### config.mk
export PLATFORM = sky130hd
export DESIGN_NAME = serial_subtractor_flat
export DESIGN_NICKNAME = d
export VERILOG_FILES = /design/src/rtl/serial_subtractor_if.sv /design/src/rtl/serial_subtractor.sv /design/src/flat_wrapper.sv
export SDC_FILE = /design/constraint.sdc
export NUM_CORES = 1
export LEC_CHECK = 0
export CORE_MARGIN = 1
export CORE_UTILIZATION = 49
export CTS_CLUSTER_DIAMETER = 30
export DETAILED_ROUTE_END_ITERATION = 10
export PLACE_DENSITY = 0.76
export SYNTH_ARGS = -nofsm -noshare
export SYNTH_HDL_FRONTEND = slang
export SYNTH_SLANG_ARGS = --single-unit
### constraint.sdc
create_clock -name clk -period 2.1 [get_ports clk]
set_input_delay 0.42 -clock clk [delete_from_list [all_inputs] [get_ports clk]]
set_output_delay 0.42 -clock clk [all_outputs]
set_load 0.01 [all_outputs]
### src/rtl/serial_subtractor_if.sv
// Start/done handshake and operand/result bundle for serial_subtractor.
// The ovf signal exists only when OVF_DETECT_EN is defined.
interface serial_subtractor_if #(
    parameter int WIDTH = 4
);
    logic             start;
    logic [WIDTH-1:0] a;
    logic [WIDTH-1:0] b;
    logic             bin;
    logic             busy;
    logic             done;
    logic [WIDTH-1:0] y;
    logic             bout;
`ifdef OVF_DETECT_EN
    logic             ovf;

    modport master (
        output start, a, b, bin,
        input  busy, done, y, bout, ovf
    );

    modport slave (
        input  start, a, b, bin,
        output busy, done, y, bout, ovf
    );
`else
    modport master (
        output start, a, b, bin,
        input  busy, done, y, bout
    );

    modport slave (
        input  start, a, b, bin,
        output busy, done, y, bout
    );
`endif
endinterface

### src/rtl/serial_subtractor.sv
// Bit-serial subtractor: y = a - b - bin (mod 2**WIDTH) with borrow-out.
// One full-adder slice is reused over WIDTH cycles computing a + ~b + ~bin,
// LSB first. Optional signed-overflow output is built when OVF_DETECT_EN
// is defined.
//
// state | meaning
// IDLE  | waiting for start; operands are latched on an accepted start
// RUN   | one bit per cycle, LSB first; last bit moves to DONE
// DONE  | result registers just loaded; done pulse follows on the next cycle
//
// The done pulse is registered from the DONE state, so it appears WIDTH+1
// edges after the start edge, while y/bout/ovf are already stable.
module serial_subtractor #(
    parameter int WIDTH = 4
) (
    input  logic                clk,
    input  logic                reset,
    serial_subtractor_if.slave  bus
);

    localparam int CW = (WIDTH > 2) ? $clog2(WIDTH) : 1;
    localparam logic [CW-1:0] LAST_BIT = CW'(WIDTH - 1);

    typedef enum logic [1:0] {
        IDLE = 2'd0,
        RUN  = 2'd1,
        DONE = 2'd2
    } state_t;

    state_t           state;
    state_t           state_next;

    logic [WIDTH-1:0] a_q;
    logic [WIDTH-1:0] b_q;
    logic             carry;
    logic [CW-1:0]    cnt;
    logic [WIDTH-2:0] shreg;
    logic [WIDTH-1:0] y_q;
    logic             bout_q;
    logic             done_q;

    logic             a_bit;
    logic             nb_bit;
    logic             sum;
    logic             carry_next;
    logic [WIDTH-1:0] sh_full;
    logic             last_bit;
    logic             accept;

    // State register
    always_ff @(posedge clk) begin
        if (reset) begin
            state <= IDLE;
        end else begin
            state <= state_next;
        end
    end

    // Next-state decode
    always_comb begin
        state_next = state;
        case (state)
            IDLE: begin
                if (bus.start) begin
                    state_next = RUN;
                end
            end
            RUN: begin
                if (last_bit) begin
                    state_next = DONE;
                end
            end
            DONE: begin
                state_next = IDLE;
            end
            default: begin
                state_next = IDLE;
            end
        endcase
    end

    // Full-adder slice on the current bit; sh_full is the result with this bit on top
    always_comb begin
        a_bit      = a_q[cnt];
        nb_bit     = ~b_q[cnt];
        sum        = a_bit ^ nb_bit ^ carry;
        carry_next = (a_bit & nb_bit) | (a_bit & carry) | (nb_bit & carry);
        sh_full    = {sum, shreg};
        last_bit   = (cnt == LAST_BIT);
        accept     = (state == IDLE) && bus.start;
    end

    // Operand latch, bit counter, carry and partial-result shift register
    always_ff @(posedge clk) begin
        if (reset) begin
            a_q   <= '0;
            b_q   <= '0;
            carry <= 1'b0;
            cnt   <= '0;
            shreg <= '0;
        end else if (accept) begin
            a_q   <= bus.a;
            b_q   <= bus.b;
            carry <= ~bus.bin;
            cnt   <= '0;
            shreg <= '0;
        end else if (state == RUN) begin
            carry <= carry_next;
            cnt   <= cnt + CW'(1);
            shreg <= sh_full[WIDTH-1:1];
        end
    end

    // Result registers load only as the last bit completes; done follows DONE by one cycle
    always_ff @(posedge clk) begin
        if (reset) begin
            y_q    <= '0;
            bout_q <= 1'b0;
            done_q <= 1'b0;
        end else begin
            done_q <= (state == DONE);
            if ((state == RUN) && last_bit) begin
                y_q    <= sh_full;
                bout_q <= ~carry_next;
            end
        end
    end

`ifdef OVF_DETECT_EN
    logic ovf_q;

    // Two's-complement overflow: operand signs differ and result sign differs from a
    always_ff @(posedge clk) begin
        if (reset) begin
            ovf_q <= 1'b0;
        end else if ((state == RUN) && last_bit) begin
            ovf_q <= (a_q[WIDTH-1] != b_q[WIDTH-1]) && (sum != a_q[WIDTH-1]);
        end
    end

    assign bus.ovf = ovf_q;
`endif

    assign bus.busy = (state == RUN) || (state == DONE);
    assign bus.done = done_q;
    assign bus.y    = y_q;
    assign bus.bout = bout_q;

endmodule

### src/flat_wrapper.sv
// flat-port wrapper written by rule: the top's interface ports become plain ports
module serial_subtractor_flat 
#(
    parameter int WIDTH = 4
)
  (clk, reset, bus_start, bus_a, bus_b, bus_bin, bus_busy, bus_done, bus_y, bus_bout);
  serial_subtractor_if #(.WIDTH(WIDTH)) bus_i ();
  input  logic clk;
  input  logic reset;
  input wire logic [$bits(bus_i.start)-1:0] bus_start;
  input wire logic [$bits(bus_i.a)-1:0] bus_a;
  input wire logic [$bits(bus_i.b)-1:0] bus_b;
  input wire logic [$bits(bus_i.bin)-1:0] bus_bin;
  output wire logic [$bits(bus_i.busy)-1:0] bus_busy;
  output wire logic [$bits(bus_i.done)-1:0] bus_done;
  output wire logic [$bits(bus_i.y)-1:0] bus_y;
  output wire logic [$bits(bus_i.bout)-1:0] bus_bout;
  assign bus_i.start = bus_start;
  assign bus_i.a = bus_a;
  assign bus_i.b = bus_b;
  assign bus_i.bin = bus_bin;
  assign bus_busy = bus_i.busy;
  assign bus_done = bus_i.done;
  assign bus_y = bus_i.y;
  assign bus_bout = bus_i.bout;
  serial_subtractor #(.WIDTH(WIDTH)) u_core (.clk(clk), .reset(reset), .bus(bus_i));
endmodule
Word-level counts from Yosys, hierarchy flattened
Cells that the tools add are included.
{"block": "totals", "ff_bits": 22, "input_bits": 12, "out_inout_bits": 7, "wordCells": 42}
{"block": "classes", "n_addsub": 1, "n_lt_le_gt_ge": 1, "n_eq_ne": 5, "mux": 9, "n_bitwise": 10, "reduce_logical": 7}
{"op": "1-bit binary-select mux with 2-bit select", "n": 2}
{"op": "2-bit equality test, second input constant", "n": 2}
{"op": "1-bit two-way mux", "n": 4}
{"op": "2-bit two-way mux", "n": 2}
{"op": "2-bit one-hot mux with 2 select lines", "n": 1}
{"op": "1-bit AND", "n": 3}
{"op": "2-bit by 3-bit less-than comparator with 1-bit output, second input constant", "n": 1}
{"op": "1-bit NOT", "n": 3}
{"op": "2-bit by 1-bit adder with 2-bit output, second input constant", "n": 1}
{"op": "2-bit by 1-bit equality test with 1-bit output, second input constant", "n": 1}
{"op": "1-bit logical AND", "n": 2}
{"op": "2-bit zero test", "n": 1}
{"op": "2-bit by 1-bit != test with 1-bit output, second input constant", "n": 1}
{"op": "2-bit != test, second input constant", "n": 1}
{"op": "1-bit bitwise OR", "n": 2}
{"op": "2-bit AND reduction", "n": 1}
{"op": "2-bit nonzero test", "n": 1}
{"op": "2-bit OR reduction", "n": 1}
{"op": "1-bit XOR", "n": 2}
{"op": "1-bit logical OR", "n": 1}

Longest topological paths before layout
Gate-level depths: netlist (run 1).
{"block": "logic_depth", "depth_word": 8, "ltp_mapped": 6, "depth_no_buf": 5}

Least setup slack after synthesis (run 1)
Ideal clock, no wire load.
{"block": "synth_timing", "path_kind": "flip-flop to flip-flop", "from": "register u_core.cnt[0]", "to": "register u_core.y_q[3] (netlist: u_core.bus.y[3])", "setup_ns": 0.070, "arrival_time_ns": 1.682, "required_ns": 2.030, "slack_ns": 0.348, "path_stages_with_launch": 5, "path_buffers": 0, "period_less_slack_ns": 1.752, "cell_sequence": "dfxtp_1 -> mux4_1 -> fa_1 -> nand3_1 -> a21oi_1"}
{"block": "synth_between", "elab_chain_len": 5, "elab_cells_between_ends": 9, "cone_classes": "1 x eq/ne; 4 x mux; 3 x bitwise; 1 x reduce/logical"}
{"item": "start: declaration", "line": "serial_subtractor.sv:36", "source": "logic [CW-1:0] cnt;"}
{"item": "start signal: assignment", "line": "serial_subtractor.sv:109", "source": "cnt <= cnt + CW'(1);"}
{"item": "1-bit binary-select mux with 2-bit select", "line": "serial_subtractor.sv:85", "source": "nb_bit = ~b_q[cnt];"}
{"item": "1-bit two-way mux (implied by the code)", "line": "serial_subtractor.sv:85"}
{"item": "1-bit NOT", "line": "serial_subtractor.sv:85"}
{"item": "1-bit XOR (*) (2 in series)", "line": "serial_subtractor.sv:86", "source": "sum = a_bit ^ nb_bit ^ carry;"}
{"item": "named net u_core.sum", "line": "serial_subtractor.sv:44", "source": "logic sum;"}
{"item": "end signal: assignment", "line": "serial_subtractor.sv:123", "source": "y_q <= sh_full;"}
{"item": "end: declaration", "line": "serial_subtractor.sv:38", "source": "logic [WIDTH-1:0] y_q;"}
The timed path passes the listed nets; every way through them passes the cells marked *. The select of a mux whose other input is x is not followed.
A chain may end at the register's enable or synchronous reset.

Final worst setup path (run 1)
{"block": "layout_timing", "from": "register u_core.state[0]", "to": "output bus_busy"}
{"block": "layout_between", "elab_chain_len": 2, "elab_cells_between_ends": 3, "cone_classes": "2 x eq/ne; 1 x reduce/logical"}
{"item": "start: declaration", "line": "serial_subtractor.sv:30", "source": "state_t state;"}
{"item": "start signal: assignment", "line": "serial_subtractor.sv:55", "source": "state <= state_next;"}
{"item": "2-bit by 1-bit equality test with 1-bit output / 2-bit equality test (equally long branches)", "line": "serial_subtractor.sv:144", "source": "assign bus.busy = (state == RUN) || (state == DONE);"}
{"item": "1-bit logical OR (*)", "line": "serial_subtractor.sv:144"}
{"item": "end: declaration", "line": "flat_wrapper.sv:14", "source": "output wire logic [$bits(bus_i.busy)-1:0] bus_busy;"}
Mark *: on every way between the ends. The rest lies on a longest branch, timed or not.

==> metrics, run 1 <==
Initial Util=~54%; Yosys warnings=0; Top Ports=19; Clock Sink Count=22; post-route ant nets=0; wire length per cell=11.9 microns; status=finished clean; CP startpoint kind=flop; die width=around 46 microns; Worst Max-Slew Pin Slew=605 ps; vias in the first global route=708; DP Worst Slack=approximately 240 ps; first-pass GRT wire length=between 2000 and 3000 microns; Clock Skew=5.24 ps; post-detail-place hpwl=between 1000 and 1500 microns; reg2reg setup slack=~240 ps; max cap viols=0; register area share after synthesis=between 40% and 50%; CORE AREA=0.00178 sq mm; Reg clk slew, reported paths=roughly 110 ps; Area growth, synth to finish=22.3%; final setup TNS=0 ps; grt total ovfl=0; WHS=about 460 ps; DRC viols=0; Critical Path AT=roughly 1600 ps; initial antenna violation count=0; Longest Clk Path Bufs=2; TritonRoute pass-1 iters=4; Post-DP Area=~0.0011 sq mm; cts hold-fix bufs=0; Yosys reg bits=22; leading cell type in the layout, fill and taps excluded=nand2_1; Total Routing Usage GR=roughly 20%; root buffer cell=clkbuf_4; min cycle time layout=around 2000 ps; Power Density=between 600 and 700 mW/mm^2; Fin. Hold Viols=0; crit path to=bus_busy; antenna cells=0; peak supply drop=between 300 and 400 uV; worst endpoint required time=1680 ps; Setup WS post-layout=between 100 and 150 ps; CTS tree=yes; IO Port Bufs=18; most frequent cells in the layout=nand2_1 (23), dfxtp_1 (22), clkdlybuf4s50_1 (18); H-tree depth=1; Net Count, Synth=120; share of cells above drive strength 1=between 6 and 7%; clk_lat worst skew=about 310 ps; Final Cycle Share=95.2%; gp weighted congestion=roughly 0.80; crit end category=primary output; Worst Setup SP=u_core.state[0]; Die Area=0.00213 sq mm; Reg2Reg Depth=4; largest net degree at the start of global routing=16; Initial DRC Count=7; reg2reg end=u_core.bus.y[3]; postcts setup bufs=0; Post-CTS Resized=0; Cell Area, Synth=956 sq um; fmax=500 MHz; count of different cell masters after synthesis=23; Final Max Tran Viols=0; nets@finish=between 100 and 150; fin area=about 0.0012 sq mm; Via Count=723; Crit Path Max Fanout=4; Relative slew margins=59.7%; # setup viols final=0; WS Path Type=reg -> out; CTS Buf Count=3; Post-Synthesis Cells=around 100; Detailed Route WL=1720 microns; leakage power=between 0.4 and 0.5 nW; Critical R2R Launch=u_core.cnt[0]; HP Start=u_core.b_q[3]; Tightest Hold Check Type=reg -> reg; # fillers=between 100 and 150; Rows=15; DIE HEIGHT=46.2 microns; Mean Syn Cell Area=about 9.4 sq um; vias per inst=approximately 5; RSZ-0062 raised after global routing=no
## critical path, stage by stage (launching register included)
cell and delay [ps]:
dfxtp_1 370, inv_1 100, ha_1 280, clkdlybuf4s50_1 520
## how the worst min path moves through the flow
stage	to	slack [ps]	cells after the start
finish	u_core.b_q[3]	460	2
global route	u_core.bus.y[0]	480	2
CTS	u_core.b_q[3]	460	2
detailed placement	u_core.b_q[3]	440	2
global placement	u_core.bus.y[2]	440	2
floorplan	u_core.a_q[1]	430	2
## layout make-up
type                    instances  area [sq um]  area share, %
multi-input cells              71           464           39.7
flip-flops and latches         22           440           37.7
repair buffers                 20           195           16.7
well taps                      25          31.3           2.68
clock buffers                   3          22.5           1.93
inverters                       4          15.0           1.28
## through the flow
stage	total power, W	util (%)	cells
2_1_floorplan	0.000577	-	102
3_3_place_gp	0.000617	64.3	142
3_5_place_dp	0.000625	64.3	142
4_1_cts	0.000813	65.5	145
5_1_grt	0.000856	65.5	145
6_report	0.000810	65.5	145
## flip-flops by register name, summed over array words and instances (netlist names)
signal,count
u_core.a_q,4
u_core.b_q,4
u_core.bus.bout,1
u_core.bus.done,1
u_core.bus.y,4
u_core.carry,1
u_core.cnt,2
u_core.shreg,3
u_core.state,2
## cells by family after synthesis
family                     synth area share (%)
xor gates and xnor gates                  0.916
AOI/OAI and AO/OA                          12.8
adders and majority gates                  8.64
and+or+nand+nor                            16.9
buffers and inverters                      5.37
muxes                                      9.29
DFF                                        46.1
## layer usage
metal | global-route usage, % | routed length [microns] | vias to the layer above
met4 | 12.4 | 36 | 0
li1 | - | - | 378
met1 | 22.3 | 749 | 318
met5 | 0 | 0 | -
met2 | 35.8 | 884 | 23
met3 | 3.53 | 52 | 4
## cell usage after synthesis
| library cell | instances | share of area (%) |
|---|---|---|
| a21oi_2 | 1 | 0.92 |
| mux2i_1 | 4 | 4.2 |
| a211oi_1 | 1 | 0.79 |
| nor2_1 | 5 | 2.0 |
| a21o_1 | 1 | 0.79 |
| ha_1 | 5 | 6.5 |
| nor2b_1 | 1 | 0.65 |
| a221oi_2 | 1 | 1.6 |
| and2_1 | 1 | 0.65 |
| a311oi_1 | 1 | 0.92 |
| mux4_2 | 1 | 2.4 |
| mux4_1 | 1 | 2.7 |
| buf_2 | 2 | 1.0 |
| a21oi_1 | 15 | 7.9 |
| xnor2_1 | 1 | 0.92 |
| fa_1 | 1 | 2.1 |
| buf_4 | 2 | 1.6 |
| nand2_1 | 23 | 9.0 |
| nand3_1 | 5 | 2.6 |
| nand2b_1 | 3 | 2.0 |
| buf_6 | 1 | 1.2 |
| inv_1 | 4 | 1.6 |
| dfxtp_1 | 22 | 46 |
## where the power goes
group | switching, W | internal, W | leakage [nW]
Sequential | 0.0000163 | 0.000440 | 0.179
Combinational | 0.0000820 | 0.0000768 | 0.235
Clock | 0.000128 | 0.0000672 | 0.0138
Power figures use the tool's default switching activity.
==> inputs of run 2 (changes only) <==
- ABC_AREA: not set -> 1
- CORE_UTILIZATION: 49 -> 50
- CTS_BUF_LIST: not set -> sky130_fd_sc_hd__clkbuf_4 sky130_fd_sc_hd__clkbuf_8
- PLACE_DENSITY: 0.76 -> 0.77
- SLEW_MARGIN: not set -> 20
==> run 2 against run 1 <==
  * Clock skew up 9.7 ps
  * Synthesized cell count up 26%
  * Global-route usage down 1.9 points
  * Combinational power up 4%
  * Worst hold slack better by 13 ps
  * Utilization up 3.0 points
  * Critical path type unchanged
  * Maximum frequency up 1.2%
  * Count of clock-buffer cells in the layout unchanged
  * Via count up 15%
  * Final area up 4.6%
  * Clock power up 67%
  * Sequential share of layout area down 1.7 points
==> metrics, run 2 <==
Critical R2R Launch=u_core.cnt[0] (unchanged); Mean Syn Cell Area=7.66 sq um (was 9.37 sq um); reg2reg end=u_core.bus.y[3] (unchanged); die width=46.5 microns (was 46.2 microns); grt total ovfl=0 (unchanged); Initial Util=55.4% (was 53.6%); final setup TNS=0 ps (unchanged); ys async rst share=0% (unchanged); Area growth, synth to finish=23.7% (was 22.3%); Worst Setup SP=u_core.state[0] (unchanged); post-synth top area cell=dfxtp_1 (unchanged); vias per inst=4.82 (was 4.99); Setup WS post-layout=125 ps (was 100 ps); max cap viols=0 (unchanged); post-detail-place hpwl=1310 microns (was 1290 microns); TritonRoute pass-1 iters=6 (was 4); Via Count=834 (was 723); Worst Max-Slew Pin Slew=412 ps (was 605 ps); WP buf/inv=2 (unchanged); Longest Clk Path Bufs=2 (unchanged); EDFF count, synth=0 (unchanged); Yosys warnings=0 (unchanged); Fin. Hold Viols=0 (unchanged); H-tree depth=1 (unchanged); WHS Path Cells=2 (unchanged); Detailed Route WL=1750 microns (was 1720 microns); Synth Flop Type=dfxtp_1 (unchanged); reg2reg setup slack=370 ps (was 240 ps); peak supply drop=452 uV (was 355 uV); DIE HEIGHT=46.5 microns (was 46.2 microns); Final Cycle Share=94.1% (was 95.2%); Clock Skew=14.9 ps (was 5.24 ps); leakage power=0.500 nW (was 0.428 nW); share of cells above drive strength 1=7.43% (was 6.67%); RSZ-0062 raised after global routing=no (unchanged); Net Count, Synth=147 (was 120); Relative slew margins=72.5% (was 59.7%); first-pass GRT wire length=2820 microns (was 2960 microns); Crit Path Max Fanout=3 (was 4); Reg clk slew, reported paths=120 ps (was 110 ps); Reg2Reg Depth=8 (was 4); # setup viols final=0 (unchanged); postcts setup bufs=0 (unchanged); wire length per cell=10.1 microns (was 11.9 microns); Final Max Tran Viols=0 (unchanged); status=finished clean (unchanged); Critical Path AT=1560 ps (was 1580 ps); Post-CTS Resized=0 (unchanged); Cell Area, Synth=988 sq um (was 956 sq um); antenna cells=0 (unchanged); root buffer cell=clkbuf_4 (unchanged); Rows=15 (unchanged); Synth area leaders=dfxtp_1 (45%), nor2_1 (11%), nand2_1 (8.7%) (was dfxtp_1 (46%), nand2_1 (9.0%), a21oi_1 (7.9%)); count leader, synth=nor2_1 (was nand2_1); initial antenna violation count=0 (unchanged); clk_lat worst skew=310 ps (about the same); CP startpoint kind=flop (unchanged); CP cell instances=inv_1 -> ha_1 -> clkdlybuf4s50_1 (unchanged); post-route ant nets=0 (unchanged); min cycle time layout=1980 ps (was 2000 ps); Power Density=783 mW/mm^2 (was 693 mW/mm^2); Synth top cells by count=nor2_1 (29), nand2_1 (23), dfxtp_1 (22) (was nand2_1 (23), dfxtp_1 (22), a21oi_1 (15)); vias in the first global route=668 (was 708); gp weighted congestion=0.745 (was 0.801); Total Routing Usage GR=18.4% (was 20.3%); max incr delay on CP=520 ps (about the same); Die Area=0.00216 sq mm (was 0.00213 sq mm); Clock Sink Count=22 (unchanged); Hold Path End=u_core.shreg[0] (was u_core.b_q[3]); Synth top area share=44.6% (was 46.1%); cts hold-fix bufs=0 (unchanged); IO Port Bufs=18 (unchanged); nets@finish=167 (was 140); slowest CP cell=clkdlybuf4s50_1 (unchanged); register area share after synthesis=44.6% (was 46.1%); WS Path Type=reg -> out (unchanged); # fillers=154 (was 149); critical path's top delay family=buffers and inverters (unchanged); Top Ports=19 (unchanged); DP Worst Slack=446 ps (was 243 ps); Post-Synthesis Cells=129 (was 102); most frequent cells in the layout=nor2_1 (29), nand2_1 (23), dfxtp_1 (22) (was nand2_1 (23), dfxtp_1 (22), clkdlybuf4s50_1 (18)); CTS Buf Count=3 (unchanged); CTS tree=yes (unchanged); Initial DRC Count=12 (was 7); leading cell type in the layout, fill and taps excluded=nor2_1 (was nand2_1); crit end category=primary output (unchanged); count of different cell masters after synthesis=18 (was 23); HP Start=u_core.shreg[0] (was u_core.b_q[3]); Tightest Hold Check Type=reg -> reg (unchanged); fmax=506 MHz (was 500 MHz); worst endpoint required time=1680 ps (about the same); Yosys reg bits=22 (unchanged); DRC viols=0 (unchanged); largest net degree at the start of global routing=16 (unchanged); CORE AREA=0.00178 sq mm (unchanged)
[run 2: cell types whose count changed in the layout (fill, tap and decap cells not counted), moves of 3 or more]
| cell | change |
|---|---|
| a21oi_1 | -7 |
| inv_1 | +7 |
| mux2i_1 | -4 |
| nand2b_1 | -3 |
| nand3_1 | -3 |
| nor2_1 | +24 |
| o21ai_0 | +15 |
[run 2: worst reg2reg max path, cell delays in order, from the launching register on]
cell and delay, ps:
dfxtp_1 460, inv_1 140, nor2_1 120, nor2_1 50
o21ai_0 70, nand2_1 100, fa_1 470, o21ai_0 170
nor2_1 50
[run 2: where the power goes]
group / internal [W] / leakage (nW) / total (W) / switching [W]
Clock: 0.000193 / 0.0279 / 0.000326 / 0.000133
Combinational: 0.0000710 / 0.292 / 0.000166 / 0.0000955
Sequential: 0.000446 / 0.180 / 0.000464 / 0.0000184
Total: 0.000710 / 0.500 / 0.000957 / 0.000247
[run 2: area by class of cell]
cell class | instances | area, sq um | share of cell area [%]
Clock inverter | 1 | 30.0 | 2.46
Inverter | 13 | 53.8 | 4.40
Clock buffer | 3 | 22.5 | 1.84
Timing Repair Buffer | 18 | 180 | 14.7
Tap cell | 25 | 31.3 | 2.56
Multi-Input combinational cell | 91 | 464 | 38.0
Sequential cell | 22 | 440 | 36.0
[run 2: worst max-delay path by stage]
stage                                  to  slack (ps)  cells after the start
after floorplan           u_core.bus.y[3]         580                      8
after global placement           bus_busy         470                      3
after CTS                        bus_busy         100                      3
final                            bus_busy         120                      3
after global routing             bus_busy          20                      3
after detailed placement  u_core.bus.y[3]         450                      8
[run 2: cell families after synthesis]
kind of cell | share of synthesized area, %
and+or+nand+nor | 25.1
AOI/OAI and AO/OA | 13.5
DFF | 44.6
buffers and inverters | 8.48
adders and majority gates | 8.35
[run 2: stage by stage]
stage | hold slack, ps | instance area (sq um) | util (%) | total power, W | std cells
final | 470 | 1220 | 68.6 | 0.000957 | 173
after global routing | 487 | 1220 | 68.6 | 0.00101 | 173
after CTS | 473 | 1220 | 68.6 | 0.000961 | 173
after detailed placement | 455 | 1170 | 65.6 | 0.000639 | 169
after global placement | 448 | 1170 | 65.6 | 0.000634 | 169
after floorplan | 429 | 988 | - | 0.000597 | 129
[run 2: per-layer routing]
metal | vias to the layer above | wire, microns | track usage, % | share of wire, %
li1 | 446 | - | - | -
met1 | 367 | 894 | 26.3 | 51
met2 | 21 | 787 | 26.9 | 45
met3 | 0 | 66 | 3.53 | 3.8
met4 | 0 | 0 | 7.06 | 0
met5 | - | 0 | 0 | 0
==> inputs of run 3 (changes only) <==
- CELL_PAD_IN_SITES_DETAIL_PLACEMENT: not set -> 2
- CELL_PAD_IN_SITES_GLOBAL_PLACEMENT: not set -> 2
- CORE_UTILIZATION: 50 -> 30
- PLACE_DENSITY: 0.77 -> not set
- PLACE_DENSITY_LB_ADDON: not set -> 0.1
==> run 3 against run 2 <==
  * Total power down 13%
  * Clock skew down 6.8 ps
  * Utilization down 29 points
  * Worst setup slack worse by 37 ps
  * Sequential power about the same
  * Worst hold slack better by 1.4 ps
  * Wire length up 29%
  * First-iteration DRC count unchanged
  * Sequential cell count unchanged
  * Critical path depth unchanged
  * Critical endpoint unchanged
  * Largest cell class unchanged
==> metrics, run 3 (synthesized netlist as in run 2, its figures left out) <==
status=finished clean (unchanged); met3 usage in global routing=4.59% (was 3.53%); total power=0.000832 W (was 0.000957 W); TritonRoute pass-1 iters=3 (was 6); DIE HEIGHT=59.4 microns (was 46.5 microns); fmax=497 MHz (was 506 MHz); antenna cells=0 (unchanged); Worst Max-Slew Pin Slew=449 ps (was 412 ps); DRC viols=0 (unchanged); die width=59.4 microns (was 46.5 microns); leakage power=0.486 nW (was 0.500 nW); worst endpoint required time=1680 ps (about the same); gr busiest metal=met2 (unchanged); RSZ-0062 raised after global routing=no (unchanged); post-detail-place hpwl=1800 microns (was 1310 microns); Via Count=879 (was 834); most frequent cells in the layout=nor2_1 (29), nand2_1 (23), dfxtp_1 (22) (unchanged); FF/Latch Area=440 sq um (unchanged); Tightest Hold Check Type=reg -> reg (unchanged); Initial Util=32.1% (was 55.4%); Die Area=0.00353 sq mm (was 0.00216 sq mm); cts hold-fix bufs=0 (unchanged); Reg clk slew, reported paths=120 ps (about the same); root buffer cell=clkbuf_4 (unchanged); max cap viols=0 (unchanged); Longest Clk Path Bufs=2 (unchanged); Total Routing Usage GR=15.0% (was 18.4%); GR Layer Usage met2=26.5% (was 26.9%); vias in the first global route=908 (was 668); Multi-input gate area=464 sq um (unchanged); met1 track utilization from global routing=17.3% (was 26.3%); Power Density=684 mW/mm^2 (was 783 mW/mm^2); Final Max Tran Viols=0 (unchanged); Fin. Hold Viols=0 (unchanged); first-pass GRT wire length=3860 microns (was 2820 microns); peak supply drop=352 uV (was 452 uV); CTS Buf Count=3 (unchanged); share of cells above drive strength 1=6.80% (was 7.43%); WS Path Type=reg -> out (unchanged); vias per inst=4.60 (was 4.82); largest net degree at the start of global routing=16 (unchanged); postcts setup bufs=0 (unchanged); # setup viols final=0 (unchanged); H-tree depth=1 (unchanged); leading cell type in the layout, fill and taps excluded=nor2_1 (unchanged); Crit Path Max Fanout=3 (unchanged); Relative slew margins=70.1% (was 72.5%); IO Port Bufs=18 (unchanged); CP startpoint kind=flop (unchanged); nets@finish=167 (unchanged); CTS tree=yes (unchanged); Rows=20 (was 15); Top Ports=19 (unchanged); wire length per cell=11.8 microns (was 10.1 microns); Final Cycle Share=95.8% (was 94.1%); Initial DRC Count=12 (unchanged); gp weighted congestion=0.900 (was 0.745); initial antenna violation count=0 (unchanged); Post-CTS Resized=0 (unchanged); Clock Sink Count=22 (unchanged); min cycle time layout=2010 ps (was 1980 ps); Area growth, synth to finish=23.0% (was 23.7%); crit end category=primary output (unchanged); Critical Path AT=1590 ps (was 1560 ps); # fillers=368 (was 154); post-route ant nets=0 (unchanged); grt total ovfl=0 (unchanged); clk_lat worst skew=310 ps (about the same); Clock Skew=8.08 ps (was 14.9 ps); Detailed Route WL=2250 microns (was 1750 microns); final setup TNS=0 ps (unchanged); CORE AREA=0.00308 sq mm (was 0.00178 sq mm)
## run 3: cell count changes in the layout (fill, tap and decap cells not counted)
cell       change
bufinv_16      -1
## run 3: power by group
group | leakage [nW] | internal [W] | switching (W)
Sequential | 0.180 | 0.000446 | 0.0000193
Combinational | 0.292 | 0.0000720 | 0.000103
Clock | 0.0138 | 0.0000669 | 0.000125
Total | 0.486 | 0.000585 | 0.000247
## run 3: per-stage QoR
stage | std cells | worst slack, ps | area (sq um) | hold WS, ps | util [%]
5_1_grt | 191 | 17.2 | 1220 | 502 | 39.5
2_1_floorplan | 129 | 578 | 988 | 429 | -
6_report | 191 | 87.4 | 1220 | 471 | 39.5
3_5_place_dp | 188 | 372 | 1190 | 464 | 38.8
4_1_cts | 191 | 65.2 | 1220 | 483 | 39.5
3_3_place_gp | 188 | 401 | 1190 | 453 | 38.8
## run 3: final timing paths
path / startpoint / to / slack [ps] / cells after the start
max: u_core.state[0] / bus_busy / 90 / 3
min: u_core.a_q[2] / u_core.a_q[2] / 470 / 2
max reg2reg: u_core.cnt[0] / u_core.bus.y[3] / 380 / 8
min reg2reg: u_core.a_q[2] / u_core.a_q[2] / 470 / 2
## run 3: area by class of cell
cell class                      instances  area share [%]
Timing Repair Buffer                   18            14.8
Clock buffer                            3            1.85
Inverter                               13            4.42
Multi-Input combinational cell         91            38.2
Tap cell                               44            4.53
Sequential cell                        22            36.2
## run 3: worst max-delay path, stage by stage, from the launching register on
cell and delay [ps]:
dfxtp_1 390, inv_1 90, ha_1 280, clkdlybuf4s50_1 520
## run 3: routing by layer
metal / up-vias / routed length, microns / share of wire, %
met2: 12 / 1140 / 51
met5: - / 0 / 0
met3: 2 / 74 / 3.3
met1: 424 / 1010 / 45
met4: 0 / 21 / 0.93
li1: 441 / - / -
